### config.mk
export PLATFORM = sky130hd
export DESIGN_NAME = key_unlock_seq_flat
export DESIGN_NICKNAME = d
export VERILOG_FILES = /design/src/rtl/key_unlock_pkg.sv /design/src/rtl/key_unlock_seq_if.sv /design/src/rtl/key_unlock_step_ctr.sv /design/src/rtl/key_unlock_seq.sv /design/src/flat_wrapper.sv
export SDC_FILE = /design/constraint.sdc
export NUM_CORES = 1
export LEC_CHECK = 0
export BUFFER_PORTS_ARGS = -buffer_cell sky130_fd_sc_hd__buf_4
export CAP_MARGIN = 30
export CORE_MARGIN = 2
export CORE_UTILIZATION = 35
export DETAILED_ROUTE_END_ITERATION = 10
export PLACE_DENSITY = 0.57
export REMOVE_ABC_BUFFERS = 1
export SLEW_MARGIN = 20
export SYNTH_ARGS = -nofsm -noshare
export SYNTH_HDL_FRONTEND = slang
export SYNTH_SLANG_ARGS = --single-unit
### constraint.sdc
create_clock -name clk -period 2.3 [get_ports clk]
set_input_delay 0.23 -clock clk [delete_from_list [all_inputs] [get_ports clk]]
set_output_delay 0.23 -clock clk [all_outputs]
set_load 0.01 [all_outputs]
### src/rtl/key_unlock_pkg.sv
// Shared types and helpers for the key-read unlock sequencer.
package key_unlock_pkg;

   typedef enum logic [2:0] {
      ST_IDLE,
      ST_REQ,
      ST_ADDR,
      ST_SAMPLE,
      ST_GAP,
      ST_DONE
   } state_e;

   localparam logic [1:0] DEC_WINDOW_HI = 2'b01;

   // Selected read address: window bits on BA13:BA12, key nibble on BA7:BA4.
   function automatic logic [13:0] compose_ba(input logic [1:0] hi, input logic [3:0] nib);
      return {hi, 4'h0, nib, 4'h0};
   endfunction

endpackage

### src/rtl/key_unlock_seq_if.sv
// Decoder/arbiter side of the sequencer: bus request/grant plus the select bus.
// Handshake: bus_req stays high until the sequence ends; the bus is ours only while bus_gnt is high.
interface key_unlock_seq_if;
   logic        bus_req;
   logic        bus_gnt;
   logic [13:0] ba;
   logic        sser;
   logic        br_w;
   logic        sdrd;

   modport master (
      output bus_req,
      output ba,
      output sser,
      output br_w,
      input  bus_gnt,
      input  sdrd
   );

   modport slave (
      input  bus_req,
      input  ba,
      input  sser,
      input  br_w,
      output bus_gnt,
      output sdrd
   );
endinterface

### src/rtl/key_unlock_step_ctr.sv
// Settle counter for the ADDR phase and the step index of the key sequence.
module key_unlock_step_ctr #(
   parameter int SEQ_LEN    = 8,
   parameter int SETTLE_CYC = 2
) (
   input  logic       clk,
   input  logic       rst,
   input  logic       load_i,
   input  logic       settle_en_i,
   input  logic       step_en_i,
   output logic       settle_last_o,
   output logic       step_last_o,
   output logic [3:0] idx_o
);

   localparam int SW = (SETTLE_CYC > 1) ? $clog2(SETTLE_CYC) : 1;
   localparam logic [SW-1:0] SETTLE_MAX = SW'(SETTLE_CYC - 1);
   localparam logic [3:0]    IDX_MAX    = 4'(SEQ_LEN - 1);

   logic [SW-1:0] settle_q, settle_d;
   logic [3:0]    idx_q, idx_d;

   assign settle_last_o = (settle_q == SETTLE_MAX);
   assign step_last_o   = (idx_q == IDX_MAX);
   assign idx_o         = idx_q;

   // The settle counter wraps on its last cycle so every ADDR phase starts from zero.
   always_comb begin
      settle_d = settle_q;
      idx_d    = idx_q;
      if (load_i) begin
         settle_d = '0;
         idx_d    = '0;
      end else begin
         if (settle_en_i) settle_d = settle_last_o ? '0 : settle_q + 1'b1;
         if (step_en_i) begin
            idx_d    = idx_q + 4'd1;
            settle_d = '0;
         end
      end
   end

   always_ff @(posedge clk) begin
      if (rst) begin
         settle_q <= '0;
         idx_q    <= '0;
      end else begin
         settle_q <= settle_d;
         idx_q    <= idx_d;
      end
   end

endmodule

### src/rtl/key_unlock_seq.sv
// Bus-master sequencer: requests the bus, runs SEQ_LEN selected key reads and
// checks each SDRD response, reporting pass / first failing step / grant loss.
module key_unlock_seq
   import key_unlock_pkg::*;
#(
   parameter int         SEQ_LEN    = 8,
   parameter int         SETTLE_CYC = 2,
   parameter logic [1:0] ADDR_HI    = DEC_WINDOW_HI
) (
   input  logic                   clk,
   input  logic                   rst,
   input  logic                   start_i,
   input  logic [4*SEQ_LEN-1:0]   key_nib_i,
   input  logic [SEQ_LEN-1:0]     expect_bits_i,
   key_unlock_seq_if.master       bus,
   output logic                   busy_o,
   output logic                   done_o,
   output logic                   pass_o,
   output logic                   aborted_o,
   output logic [3:0]             fail_step_o,
   output state_e                 state_o
);

   state_e      state_q;
   logic        bus_req_q, sser_q, busy_q, done_q, pass_q, aborted_q;
   logic [13:0] ba_q;
   logic [3:0]  fail_step_q;
   logic [63:0] key_q;
   logic [15:0] exp_q;

   logic       load, settle_en, step_en;
   logic       settle_last, step_last;
   logic [3:0] idx;
   logic [3:0] nib_cur, nib_next;
   logic       on_bus;

   assign on_bus    = (state_q == ST_ADDR) || (state_q == ST_SAMPLE) || (state_q == ST_GAP);
   assign load      = (state_q == ST_IDLE) && start_i;
   assign settle_en = (state_q == ST_ADDR) && bus.bus_gnt;
   assign step_en   = (state_q == ST_GAP) && bus.bus_gnt && !step_last;
   assign nib_cur   = key_q[{idx, 2'b00} +: 4];
   assign nib_next  = key_q[{idx + 4'd1, 2'b00} +: 4];

   key_unlock_step_ctr #(
      .SEQ_LEN    (SEQ_LEN),
      .SETTLE_CYC (SETTLE_CYC)
   ) u_ctr (
      .clk           (clk),
      .rst           (rst),
      .load_i        (load),
      .settle_en_i   (settle_en),
      .step_en_i     (step_en),
      .settle_last_o (settle_last),
      .step_last_o   (step_last),
      .idx_o         (idx)
   );

   // Outputs are registered; only a lost grant releases sser without waiting a clock.
   assign bus.sser    = sser_q | ~bus.bus_gnt;
   assign bus.bus_req = bus_req_q;
   assign bus.ba      = ba_q;
   assign bus.br_w    = 1'b1;
   assign busy_o      = busy_q;
   assign done_o      = done_q;
   assign pass_o      = pass_q;
   assign aborted_o   = aborted_q;
   assign fail_step_o = fail_step_q;
   assign state_o     = state_q;

   always_ff @(posedge clk) begin
      if (rst) begin
         state_q     <= ST_IDLE;
         bus_req_q   <= 1'b0;
         sser_q      <= 1'b1;
         ba_q        <= '0;
         busy_q      <= 1'b0;
         done_q      <= 1'b0;
         pass_q      <= 1'b0;
         aborted_q   <= 1'b0;
         fail_step_q <= '0;
         key_q       <= '0;
         exp_q       <= '0;
      end else begin
         done_q <= 1'b0;
         if (on_bus && !bus.bus_gnt) begin
            state_q     <= ST_DONE;
            aborted_q   <= 1'b1;
            pass_q      <= 1'b0;
            fail_step_q <= idx;
            bus_req_q   <= 1'b0;
            sser_q      <= 1'b1;
            ba_q        <= '0;
            done_q      <= 1'b1;
         end else begin
            case (state_q)
               ST_IDLE: begin
                  if (start_i) begin
                     key_q       <= 64'(key_nib_i);
                     exp_q       <= 16'(expect_bits_i);
                     pass_q      <= 1'b0;
                     aborted_q   <= 1'b0;
                     fail_step_q <= '0;
                     bus_req_q   <= 1'b1;
                     busy_q      <= 1'b1;
                     state_q     <= ST_REQ;
                  end
               end
               ST_REQ: begin
                  if (bus.bus_gnt) begin
                     sser_q  <= 1'b0;
                     ba_q    <= compose_ba(ADDR_HI, nib_cur);
                     state_q <= ST_ADDR;
                  end
               end
               ST_ADDR: begin
                  if (settle_last) state_q <= ST_SAMPLE;
               end
               ST_SAMPLE: begin
                  sser_q <= 1'b1;
                  ba_q   <= '0;
                  if (bus.sdrd != exp_q[idx]) begin
                     fail_step_q <= idx;
                     pass_q      <= 1'b0;
                     bus_req_q   <= 1'b0;
                     done_q      <= 1'b1;
                     state_q     <= ST_DONE;
                  end else begin
                     state_q <= ST_GAP;
                  end
               end
               ST_GAP: begin
                  if (step_last) begin
                     pass_q    <= 1'b1;
                     bus_req_q <= 1'b0;
                     done_q    <= 1'b1;
                     state_q   <= ST_DONE;
                  end else begin
                     sser_q  <= 1'b0;
                     ba_q    <= compose_ba(ADDR_HI, nib_next);
                     state_q <= ST_ADDR;
                  end
               end
               ST_DONE: begin
                  busy_q  <= 1'b0;
                  state_q <= ST_IDLE;
               end
               default: state_q <= ST_IDLE;
            endcase
         end
      end
   end

endmodule

### src/flat_wrapper.sv
// flat-port wrapper written by rule: the top's interface ports become plain ports
module key_unlock_seq_flat import key_unlock_pkg::*;
#(
   parameter int         SEQ_LEN    = 8,
   parameter int         SETTLE_CYC = 2,
   parameter logic [1:0] ADDR_HI    = DEC_WINDOW_HI
)
  (clk, rst, start_i, key_nib_i, expect_bits_i, busy_o, done_o, pass_o, aborted_o, fail_step_o, state_o, bus_bus_req, bus_ba, bus_sser, bus_br_w, bus_bus_gnt, bus_sdrd);
  key_unlock_seq_if bus_i ();
  input  logic clk;
  input  logic rst;
  input  logic start_i;
  input  logic [4*SEQ_LEN-1:0] key_nib_i;
  input  logic [SEQ_LEN-1:0] expect_bits_i;
  output logic busy_o;
  output logic done_o;
  output logic pass_o;
  output logic aborted_o;
  output logic [3:0] fail_step_o;
  output state_e state_o;
  output wire logic [$bits(bus_i.bus_req)-1:0] bus_bus_req;
  output wire logic [$bits(bus_i.ba)-1:0] bus_ba;
  output wire logic [$bits(bus_i.sser)-1:0] bus_sser;
  output wire logic [$bits(bus_i.br_w)-1:0] bus_br_w;
  input wire logic [$bits(bus_i.bus_gnt)-1:0] bus_bus_gnt;
  input wire logic [$bits(bus_i.sdrd)-1:0] bus_sdrd;
  assign bus_bus_req = bus_i.bus_req;
  assign bus_ba = bus_i.ba;
  assign bus_sser = bus_i.sser;
  assign bus_br_w = bus_i.br_w;
  assign bus_i.bus_gnt = bus_bus_gnt;
  assign bus_i.sdrd = bus_sdrd;
  key_unlock_seq #(.SEQ_LEN(SEQ_LEN), .SETTLE_CYC(SETTLE_CYC), .ADDR_HI(ADDR_HI)) u_core (.clk(clk), .rst(rst), .start_i(start_i), .key_nib_i(key_nib_i), .expect_bits_i(expect_bits_i), .bus(bus_i), .busy_o(busy_o), .done_o(done_o), .pass_o(pass_o), .aborted_o(aborted_o), .fail_step_o(fail_step_o), .state_o(state_o));
endmodule
-- Yosys cells after proc, flatten, opt, wreduce, memory -nomap -nowiden
Cells that the tools add are included.
- add/subtract/negate cells: 2
- order comparisons: 1
- eq/ne operators: 17
- shifts and indexed selects: 2
- mux-type cells: 34
- bitwise gates (word level): 3
- reduce and logical (&&, ||, !) cells: 27
- operators with widths (cell ; count):
    64-bit by 7-bit indexed part select with 4-bit output ; 2
    14-bit case mux with 3 select lines ; 1
    14-bit two-way mux ; 2
    3-bit AND reduction ; 6
    1-bit two-way mux ; 15
    3-bit two-way mux ; 5
    3-bit case mux with 5 select lines ; 1
    4-bit two-way mux ; 3
    2-bit inequality test (second input constant) ; 5
    3-bit inequality test (second input constant) ; 3
    1-bit case mux with 3 select lines ; 3
    3-bit nonzero test ; 3
    4-bit case mux with 2 select lines ; 1
    3-bit by 2-bit == test with 1-bit output (second input constant) ; 2
    3-bit == test (second input constant) ; 2
    2-bit nonzero test ; 3
    1-bit logical AND ; 5
    4-bit by 5-bit < comparator with 1-bit output (second input constant) ; 1
    4-bit by 1-bit adder with 4-bit output (second input constant) ; 1
    1-bit binary-select mux with 4-bit select ; 1
    4-bit by 3-bit == test with 1-bit output (second input constant) ; 1
    1-bit case mux with 2 select lines ; 2
    4-bit AND reduction ; 1
    2-bit OR reduction ; 2
    12 further kinds ; 15
- register bits: 72
- output and inout bits: 28

-- Depth between registers and ports, before layout
Gate-level depths: netlist (run 1).
- word-level depth: 6
- mapped depth: 8

-- Hierarchy
A second synthesis (run 1) with hierarchy kept.
- cell total of the unflattened synthesis: 344
- area total of the unflattened synthesis: 2995.4 sq um
- modules (own cells, without submodules) (module ; instances ; cells each ; area an instance (sq um) ; sequential area each (sq um)):
    key_unlock_seq ; 1 ; 323 ; 2740.1 ; 1161.1
    key_unlock_step_ctr ; 1 ; 21 ; 255.2 ; 100.1

-- Least setup slack after synthesis (run 1)
No wires, ideal clock.
- path type: flip-flop to flip-flop
- start: reg u_core.u_ctr.idx_q[0] (netlist: u_core.u_ctr.idx_o[0])
- end: reg u_core.fail_step_q[2] (netlist: u_core.fail_step_o[2])
- library setup time: 0.117 ns
- arrival time: 1.840 ns
- slack: 0.342 ns
- stages on the path, launching flop included: 6
- buffers on the path: 0
- cell sequence: dfxtp_1 > mux4_2 > o21ai_1 > mux2i_2 > a21oi_1 > a32o_1
- word-level cells in the longest chain between the ends: 5
- RTL lines (what ; RTL line ; source):
    start: declaration ; key_unlock_step_ctr.sv:21 ; logic [3:0] idx_q, idx_d;
    start signal: assignment ; key_unlock_step_ctr.sv:49 ; idx_q <= idx_d;
    1-bit binary-select mux with 4-bit select ; key_unlock_seq.sv:121 ; if (bus.sdrd != exp_q[idx]) begin
    1-bit two-way mux (implied by the code) ; key_unlock_seq.sv:121 ;
    1-bit inequality test ; key_unlock_seq.sv:121 ;
    3-bit inequality test (no source line) ; -- ;
    3-bit AND reduction (no source line) ; -- ;
    end signal: assignment ; key_unlock_seq.sv:89 ; fail_step_q <= idx;
    end signal: assignment ; key_unlock_seq.sv:122 ; fail_step_q <= idx;
    end: declaration ; key_unlock_seq.sv:27 ; logic [3:0] fail_step_q;
Every way passes these cells. The select of a mux whose other input is x is not followed.
A chain may end at the register's enable or synchronous reset.

-- Worst setup path in the final report (run 1)
- start: reg u_core.u_ctr.idx_q[0] (netlist: u_core.u_ctr.idx_o[0])
- end: reg u_core.ba_q[5] (netlist: u_core.bus.ba[5])
- word-level cells in the longest chain between the ends: 4
- elaborated cells on any way between the ends: 9
- those cells by class: add/sub: 1; eq/ne: 2; shift: 2; mux: 3; reduce/logical: 1
- RTL lines (what ; RTL line ; source):
    4-bit by 1-bit adder with 4-bit output ; key_unlock_seq.sv:42 ; assign nib_next = key_q[{idx + 4'd1, 2'b00} +: 4];
    64-bit by 7-bit indexed part select with 4-bit output ; key_unlock_seq.sv:42 ;
    14-bit two-way mux ; key_unlock_seq.sv:132 ; if (step_last) begin
    14-bit case mux with 3 select lines ; key_unlock_seq.sv:95 ; case (state_q)
    end signal: assignment ; key_unlock_seq.sv:111 ; ba_q <= compose_ba(ADDR_HI, nib_cur);
    end signal: assignment ; key_unlock_seq.sv:139 ; ba_q <= compose_ba(ADDR_HI, nib_next);
    end: declaration ; key_unlock_seq.sv:26 ; logic [13:0] ba_q;
Parallel ways exist; a longest one is shown, timed or not. The select of a mux whose other input is x is not followed.

==> summary.md, run 1 <==
| Metric | Value |
|---|---|
| Fillers | 867 |
| Multiplexer area fraction after synthesis | 8.15% |
| Core ar. | 0.00818 mm^2 |
| Final cycle utilization of the critical path | 91.2% |
| Die footprint | 0.00917 mm^2 |
| Mean Syn Cell Area | 8.05 um^2 |
| Vias in the first global route | 2,391 |
| Post-Syn Instances | 366 |
| Post-synthesis register bit count | 63 |
| Count of different cell masters after synthesis | 49 |
| Net count, final | 471 |
| Syn. warnings | 0 |
| Crit path cell chain | ha_1, and4bb_1, xnor2_2, mux2i_1, a2111oi_0, a31oi_1, o21ai_1 |
| HPWL after DPL | 4990 um |
| Post-route cell area | 0.00365 mm^2 |
| Post-Syn Area | 0.00295 mm^2 |
| Area of the multi-input gates | 0.00152 mm^2 |
| Met3 WL | 354 um |
| DR WL met2 | 3100 um |
| R2r setup slk | 200 ps |
| GRT overflow | 0 |
| Clock transition at path regs | 70 ps |
| CP Max Fanout | 7 |
| Die H | 95.8 um |
| RePlAce Congestion | 0.855 |
| Register area share after synthesis | 42.8% |
| Pwr per Cell Area | 653 mW/mm^2 |
| Synth Area in Simple Gates | 21.5% |
| Largest net degree at the start of global routing | 47 |
| Layout cells sized above 1 | 22.8% |
| Lkg Pwr | 1.58 nW |
| DR iter-0 viols | 120 |
| Vias | 2,626 |
| Hold Path Class | in2reg |
| PortBufs | 62 |
| Worst slew pin tran | 523 ps |
| DR vias/cell | 4.92 |
| Synth-to-layout area growth | 23.9% |
| Setup violators final | 0 |
| Post-synthesis adder-cell area fraction | 0.425% |
| CTS tree | built |
| Antenna Violating Nets Remaining | 0 |
| Storage cell area | 0.00126 mm^2 |
| Startpoint types | register |
| Crit. End Element | register |
| Max Clock Freq | 0.477 GHz |
| Final hold violations | 0 |
| Status | complete, no violations |
| Ports | 73 |
| Tot GR Track Use | 16.3% |
| First-pass GRT wire length | 11,500 um |
| XOR/XNOR Fraction of Synth Area | 2.59% |
| Worst Path Arrival | 2360 ps |
| Slowest cell delay on critical path | 420 ps |
| Starting Density | 36.0% |
| Placed inst area | 0.00349 mm^2 |
| Die Span X | 95.8 um |
| Pre-antenna DRT Iters | 4 |
| Hold_ws | 136 ps |
| Clock sink count | 63 |
| Top FF cell, synth | dfxtp_1 |
| Max-slew violation count | 0 |
| Post-CTS Setup Repair Bufs | 0 |
| RSZ-0062 raised after global routing | false |
| DR top layer | met4 |
| Cell Rows | 33 |
| CTS max path bufs | 2 |
| Worst EP required | 2560 ps |
| Max VDD drop | 251 uV |
| Cts bufs inserted | 9 |
| Root Driver | clkbuf_8 |
| Diode count | 0 |
| Ys async rst share | 0% |
| Avg WL per Cell | 13.1 um |
| WL met1 | 3390 um |
| Number of synthesized flops with an enable pin | 0 |
| Post-layout min period | 2100 ps |
| DR DRC count | 0 |
| Max Cap Violations | 0 |
| Slew HR | 64.7% |
| Clock Latency Late Sink | 330 ps |
| CP Class | reg2reg |
| Post-synthesis compound-gate area fraction | 17.5% |
| Slowest-stage cell, CP | a2111oi_0 |
| DRT Wirelength | 7000 um |
| Initial antenna violation count | 0 |
| Final Skew | 7.11 ps |
| Largest family of logic cells by synthesized area | simple AND/OR/NAND/NOR gates |
| H-tree Lvls | 3 |
-- placed cells by master, fill, tap and decap left out, types with 2 or more instances in the layout --
cell        n
nor2_1     22
a31oi_1     2
mux2_1      2
conb_1     10
nand2_1    95
a22oi_1     3
inv_1       4
a2111oi_0   2
dfxtp_1    63
nand2b_1    4
mux2i_1    17
buf_4      75
clkinv_2    3
o21ai_1     3
nand3_1     3
o21ai_0     7
nand3b_1    5
nor2b_1     2
xnor2_2     2
xor2_1      4
and3_1      3
nand4_1     2
a32o_1      3
clkbuf_8   10
a21oi_1    56
a22o_1      3
-- final timing paths --
check / start / endpoint / cells after the start
max: u_core.u_ctr.idx_o[0] / u_core.bus.ba[5] / 7
min reg2reg: u_core.key_q[20] / u_core.key_q[20] / 2
min: key_nib_i[8] / u_core.key_q[8] / 3
max reg2reg: u_core.u_ctr.idx_o[0] / u_core.bus.ba[5] / 7
-- state kept, by name, indices dropped and copies added, names as in the netlist --
signal	count
u_core.done_o	1
u_core.busy_o	1
u_core.u_ctr.settle_last_o	1
u_core.u_ctr.idx_o	4
u_core.sser_q	1
u_core.bus.ba	5
u_core.exp_q	8
u_core.aborted_o	1
u_core.pass_o	1
u_core.bus.bus_req	1
u_core.key_q	32
u_core.fail_step_o	4
u_core.state_o	3
-- Yosys cell counts, types with 2 or more instances --
master      n  area share (%)
inv_1       4            0.51
a22oi_1     3            0.76
nand2b_1    4            0.85
buf_2       2            0.34
a2111oi_0   2            0.59
a31oi_1     2            0.42
buf_4      10             2.5
nor2b_1     2            0.42
xnor2_2     2             1.1
o21ai_1     2            0.34
nand3b_1    5             1.3
dfxtp_1    63              43
mux2i_1    17             5.8
buf_6       2            0.76
and3_1      3            0.64
o21ai_0     8             1.4
xor2_1      4             1.2
mux2_1      2            0.76
a22o_1      3            0.89
nand3_1     3            0.51
nand2_1    95              12
a32o_1      3             1.0
clkbuf_1   20             2.5
nand4_1     2            0.42
conb_1      2            0.25
nor2_1     23             2.9
a21oi_1    56             9.5
-- metal layers --
layer | GRT usage (%) | vias to the layer above
met5 | 0 | -
met4 | 8.10 | 0
met3 | 3.29 | 14
met2 | 24.4 | 66
met1 | 22.3 | 1203
li1 | - | 1343
-- where the power goes --
part | switching [mW] | leakage (nW) | internal, mW | total [mW]
Combinational | 0.209 | 0.976 | 0.162 | 0.371
Sequential | 0.0381 | 0.515 | 1.16 | 1.20
Clock | 0.404 | 0.0850 | 0.409 | 0.812
Total | 0.651 | 1.58 | 1.73 | 2.38
-- area by class of cell --
| type | count | share of cell area (%) |
|---|---|---|
| multi-input combinational | 272 | 41.5 |
| sequential | 63 | 34.5 |
| timing repair buffer | 75 | 15.4 |
| clock buffer | 11 | 3.87 |
| tap | 105 | 3.60 |
| clock inverter | 4 | 0.617 |
| inverter | 4 | 0.411 |
-- cell families after synthesis --
logic type | count (synthesis)
simple gates | 144
compound gates | 88
flops | 63
buf+inv | 39
mux | 22
xor+xnor | 7
other cells | 2
fa+ha+maj | 1
-- what timing repair did --
item                                    4_1_cts  5_1_grt
gates resized for setup                       0        1
endpoints found under the setup margin        0        1
hold endpoints to repair                      0        0
hold buffers                                  0        0
-- metrics by stage --
| stage | setup TNS [ps] | utilization, % | worst slack [ps] | power (mW) | cells |
|---|---|---|---|---|---|
| 2_1_floorplan | -1220 | - | -309 | 1.42 | 339 |
| 3_5_place_dp | 0 | 42.7 | 230 | 1.60 | 519 |
| 5_1_grt | 0 | 44.7 | 18.1 | 2.51 | 534 |
| 3_3_place_gp | 0 | 42.7 | 305 | 1.59 | 519 |
| 4_1_cts | 0 | 44.7 | 202 | 2.41 | 534 |
| 6_report | 0 | 44.7 | 202 | 2.38 | 534 |
-- critical path: cells and delay by family, from the launching register on --
| kind | cells | cell delay, ps |
|---|---|---|
| compound gates | 3 | 620 |
| flops | 1 | 380 |
| xor+xnor | 1 | 350 |
| fa+ha+maj | 1 | 290 |
| simple gates | 1 | 250 |
| mux | 1 | 140 |
Power figures use the tool's default switching activity.
==> inputs of run 2 (changes only) <==
GPL_ROUTABILITY_DRIVEN = 0   (was unset)
PLACE_DENSITY = unset   (was 0.57)
==> summary.md, run 2 (same netlist as run 1, synthesis figures left out) <==
| Metric | Value |
|---|---|
| Status | complete, no violations |
| Die H | 95.8 um |
| Synth-to-layout area growth | 25.8% |
| Vias | 2,597 |
| Post-CTS Setup Repair Bufs | 0 |
| DR vias/cell | 4.84 |
| Post-layout min period | 2040 ps |
| Setup ws final | 263 ps |
| Cts bufs inserted | 9 |
| Setup violators final | 0 |
| Worst Path Arrival | 2270 ps |
| Die Span X | 95.8 um |
| Lkg Pwr | 1.60 nW |
| Initial antenna violation count | 0 |
| Post-CTS sizing | 0 |
| DRT Wirelength | 6820 um |
| Startpoint types | register |
| CP Max Fanout | 14 |
| Avg WL per Cell | 12.7 um |
| Largest Register | u_core.key_q |
| Largest net degree at the start of global routing | 33 |
| Die footprint | 0.00917 mm^2 |
| Starting Density | 36.0% |
| Root Driver | clkbuf_8 |
| PortBufs | 62 |
| Max-slew violation count | 0 |
| Hold_ws | 136 ps |
| HPWL after DPL | 5050 um |
| Placed inst area | 0.00351 mm^2 |
| Final Skew | 7.89 ps |
| Ports | 73 |
| Diode count | 0 |
| Clock transition at path regs | 70 ps |
| Layout cells sized above 1 | 23.4% |
| Post-route cell area | 0.00371 mm^2 |
| CP Class | reg2reg |
| RSZ-0062 raised after global routing | false |
| Setup TNS | 0 ps |
| Crit. End Element | register |
| Tot GR Track Use | 16.0% |
| DP Worst Slack | 293 ps |
| Most common cell after layout, fill and taps aside | nand2_1 |
| Core ar. | 0.00818 mm^2 |
| Number of flip-flops in the largest register | 32 |
| Hold Path Class | in2reg |
| Hold-fix buffers at CTS | 0 |
| Clock Latency Late Sink | 330 ps |
| Commonest non-fill, non-tap cells in the layout | nand2_1, buf_4, dfxtp_1, a21oi_1, nor2_1 |
| DR DRC count | 0 |
| Cells after DPL | 522 |
| CTS tree | built |
| Worst EP required | 2530 ps |
| DR iter-0 viols | 114 |
| Slew HR | 65.6% |
| Max Cap Violations | 0 |
| Max VDD drop | 255 uV |
| Cell Rows | 33 |
| First-pass GRT wire length | 11,300 um |
| Final cycle utilization of the critical path | 88.6% |
| Clock sink count | 63 |
| CTS max path bufs | 2 |
| Worst slew pin tran | 515 ps |
| GRT overflow | 0 |
| Vias in the first global route | 2,363 |
| Antenna Violating Nets Remaining | 0 |
| Pwr per Cell Area | 683 mW/mm^2 |
| H-tree Lvls | 3 |
| Final hold violations | 0 |
| Max Clock Freq | 0.491 GHz |
| Net count, final | 474 |
| Non-filler instance count after layout | 537 |
| Pre-antenna DRT Iters | 4 |
## run 2: power by group
group          internal, mW  switching, mW  total (mW)
combinational         0.164          0.206       0.370
sequential             1.16         0.0392        1.20
clock                 0.552          0.408       0.961
total                  1.88          0.653        2.53
## run 2: worst paths after layout
kind | start | end | slack [ps] | cells past startpoint
max | u_core.state_o[2] | u_core.bus.ba[7] | 260 | 7
min | key_nib_i[18] | u_core.key_q[18] | 140 | 3
max reg2reg | u_core.state_o[2] | u_core.bus.ba[7] | 260 | 7
min reg2reg | u_core.key_q[22] | u_core.key_q[22] | 450 | 2
## run 2: cell type report
cell class	instances	area [um^2]
Fill cell	851	4470
Multi-Input combinational cell	272	1520
Sequential cell	63	1260
Timing Repair Buffer	78	586
Clock buffer	12	155
Tap cell	105	131
Clock inverter	3	42.5
Inverter	4	15.0
## run 2: through the flow
stage / total power, mW / utilization [%]
after global routing: 2.67 / 45.3
after global placement: 1.59 / 42.9
after detailed placement: 1.60 / 42.9
after CTS: 2.56 / 45.3
final: 2.53 / 45.3
after floorplan: 1.42 / -
## run 2: metal layers
layer,global-route usage (%),vias to the layer above,routed length (um)
met5,0,-,0
met4,5.83,0,94
met3,4.07,12,377
met2,24.8,67,3160
met1,21.6,1173,3190
li1,-,1345,-
## run 2: worst max-delay path, stage by stage (launching register included)
cell     delay [ps]
dfxtp_1         410
nor3b_4         300
xnor2_2         140
buf_4           280
mux2i_1         290
mux2_2          190
a22oi_1          80
a22o_1          240
==> inputs of run 3 (changes only) <==
clock period = 2.05 ns   (was 2.3 ns; I/O delays follow)
==> summary.md, run 3 (same netlist as run 1, synthesis figures left out) <==
| Metric | Value |
|---|---|
| Initial antenna violation count | 0 |
| Tot GR Track Use | 15.7% |
| Max-slew violation count | 0 |
| Overall Power | 2.78 mW |
| Slew HR | 58.0% |
| Switch share | 27.1% |
| Lkg Pwr | 1.64 nW |
| Non-filler instance count after layout | 543 |
| Net switching power | 0.752 mW |
| Largest Register | u_core.key_q |
| Final cycle utilization of the critical path | 96.4% |
| Max Clock Freq | 0.506 GHz |
| Clock Latency Late Sink | 340 ps |
| Most common cell after layout, fill and taps aside | nand2_1 |
| H-tree Lvls | 3 |
| Crit. End Element | register |
| Status | complete, no violations |
| Number of flip-flops in the largest register | 32 |
| DR top layer | met4 |
| HPWL after DPL | 5070 um |
| Storage cell area | 0.00126 mm^2 |
| Cell internal pwr | 2.02 mW |
| CTS max path bufs | 2 |
| Worst slew pin tran | 629 ps |
| Fillers | 850 |
| Comb power frac | 15.5% |
| Max Cap Violations | 0 |
| GRT overflow | 0 |
| Setup ws final | 73.4 ps |
| RSZ-0062 raised after global routing | false |
| Die Span X | 95.8 um |
| Clock transition at path regs | 70 ps |
| Avg WL per Cell | 12.8 um |
| Pwr per Cell Area | 734 mW/mm^2 |
| Antenna Violating Nets Remaining | 0 |
| Cts bufs inserted | 9 |
| Hold Path Class | in2reg |
| Worst EP required | 2330 ps |
| Ports | 73 |
| Synth-to-layout area growth | 28.4% |
| CP Class | reg2reg |
| Vias in the first global route | 2,410 |
| WL met1 | 3310 um |
| Final Skew | 6.64 ps |
| Hold-fix buffers at CTS | 0 |
| Startpoint types | register |
| Sequential Power Share | 48.5% |
| DR DRC count | 0 |
| Die H | 95.8 um |
| CTS tree | built |
| Worst Path Arrival | 2260 ps |
| Final hold violations | 0 |
| Cells after DPL | 526 |
| Clk pwr share | 36.0% |
| Area of the multi-input gates | 0.00155 mm^2 |
| Clock sink count | 63 |
| DR WL met2 | 3200 um |
| Max VDD drop | 274 uV |
| Commonest non-fill, non-tap cells in the layout | nand2_1, buf_4, dfxtp_1, a21oi_1, nor2_1 |
| Layout cells sized above 1 | 26.0% |
| DP Worst Slack | 69.0 ps |
| CP Max Fanout | 5 |
| Root Driver | clkbuf_8 |
| Vias | 2,656 |
| Net count, final | 480 |
| Core ar. | 0.00818 mm^2 |
| Cell Rows | 33 |
| First-pass GRT wire length | 11,100 um |
| Die footprint | 0.00917 mm^2 |
| DR vias/cell | 4.89 |
| Pre-antenna DRT Iters | 4 |
| R2r setup slk | 70 ps |
| Post-layout min period | 1980 ps |
| Met3 WL | 333 um |
| DRT Wirelength | 6940 um |
| Largest net degree at the start of global routing | 36 |
| Setup violators final | 0 |
| Hold_ws | 108 ps |
| PortBufs | 62 |
| Starting Density | 36.0% |
| Diode count | 0 |
| DR iter-0 viols | 172 |
run 3: cell types whose count changed in the layout (fill, tap and decap cells not counted), sizes merged:
cell    previous run  this run
buf               78        84
bufinv             1         0
clkinv             1         2
run 3: power groups by stage:
stage	Combinational (mW)	Sequential [mW]	Clock, mW
floorplan	0.216	1.38	0
global placement	0.425	1.37	0
detailed placement	0.428	1.37	0
CTS	0.430	1.35	1.02
global route	0.481	1.36	1.08
finish	0.430	1.35	0.999
run 3: layout make-up:
class                   count  share of cell area, %
flip-flops and latches     63                   33.4
repair buffers             84                   17.0
clock buffers              12                   4.37
inverters                   4                  0.397
well taps                 105                   3.47
multi-input cells         272                   40.9
clock inverters             3                  0.463
run 3: worst max-delay path, stage by stage (launching register included):
cell      delay (ps)
dfxtp_2          340
ha_1             220
and4bb_2         280
xnor2_4          270
buf_4            160
mux2_1           320
a22oi_1          190
a22o_1           140
run 3: path summary, 6_finish.rpt:
kind,start,endpoint,cells past startpoint
min,key_nib_i[19],u_core.key_q[19],3
min reg2reg,u_core.key_q[17],u_core.key_q[17],2
max,u_core.u_ctr.idx_o[0],u_core.bus.ba[4],7
max reg2reg,u_core.u_ctr.idx_o[0],u_core.bus.ba[4],7
run 3: per-stage QoR:
stage | utilization, % | setup TNS (ps) | area [um^2]
after detailed placement | 43.4 | 0 | 3550
after floorplan | - | -10750 | 2790
after global placement | 43.4 | 0 | 3550
after CTS | 45.7 | 0 | 3730
after global routing | 46.3 | 0 | 3780
final | 46.3 | 0 | 3780
run 3: timing repair:
item	4_1_cts	5_1_grt
setup endpoints to repair	0	4
resized for setup	0	9
buffers inserted	0	2
endpoints found under the hold margin	0	0
run 3: per-layer routing:
metal  track usage, %  up-vias
li1                 -     1366
met1             20.6     1222
met2             24.2       61
met3             3.76        7
met4             7.38        0
met5                0        -
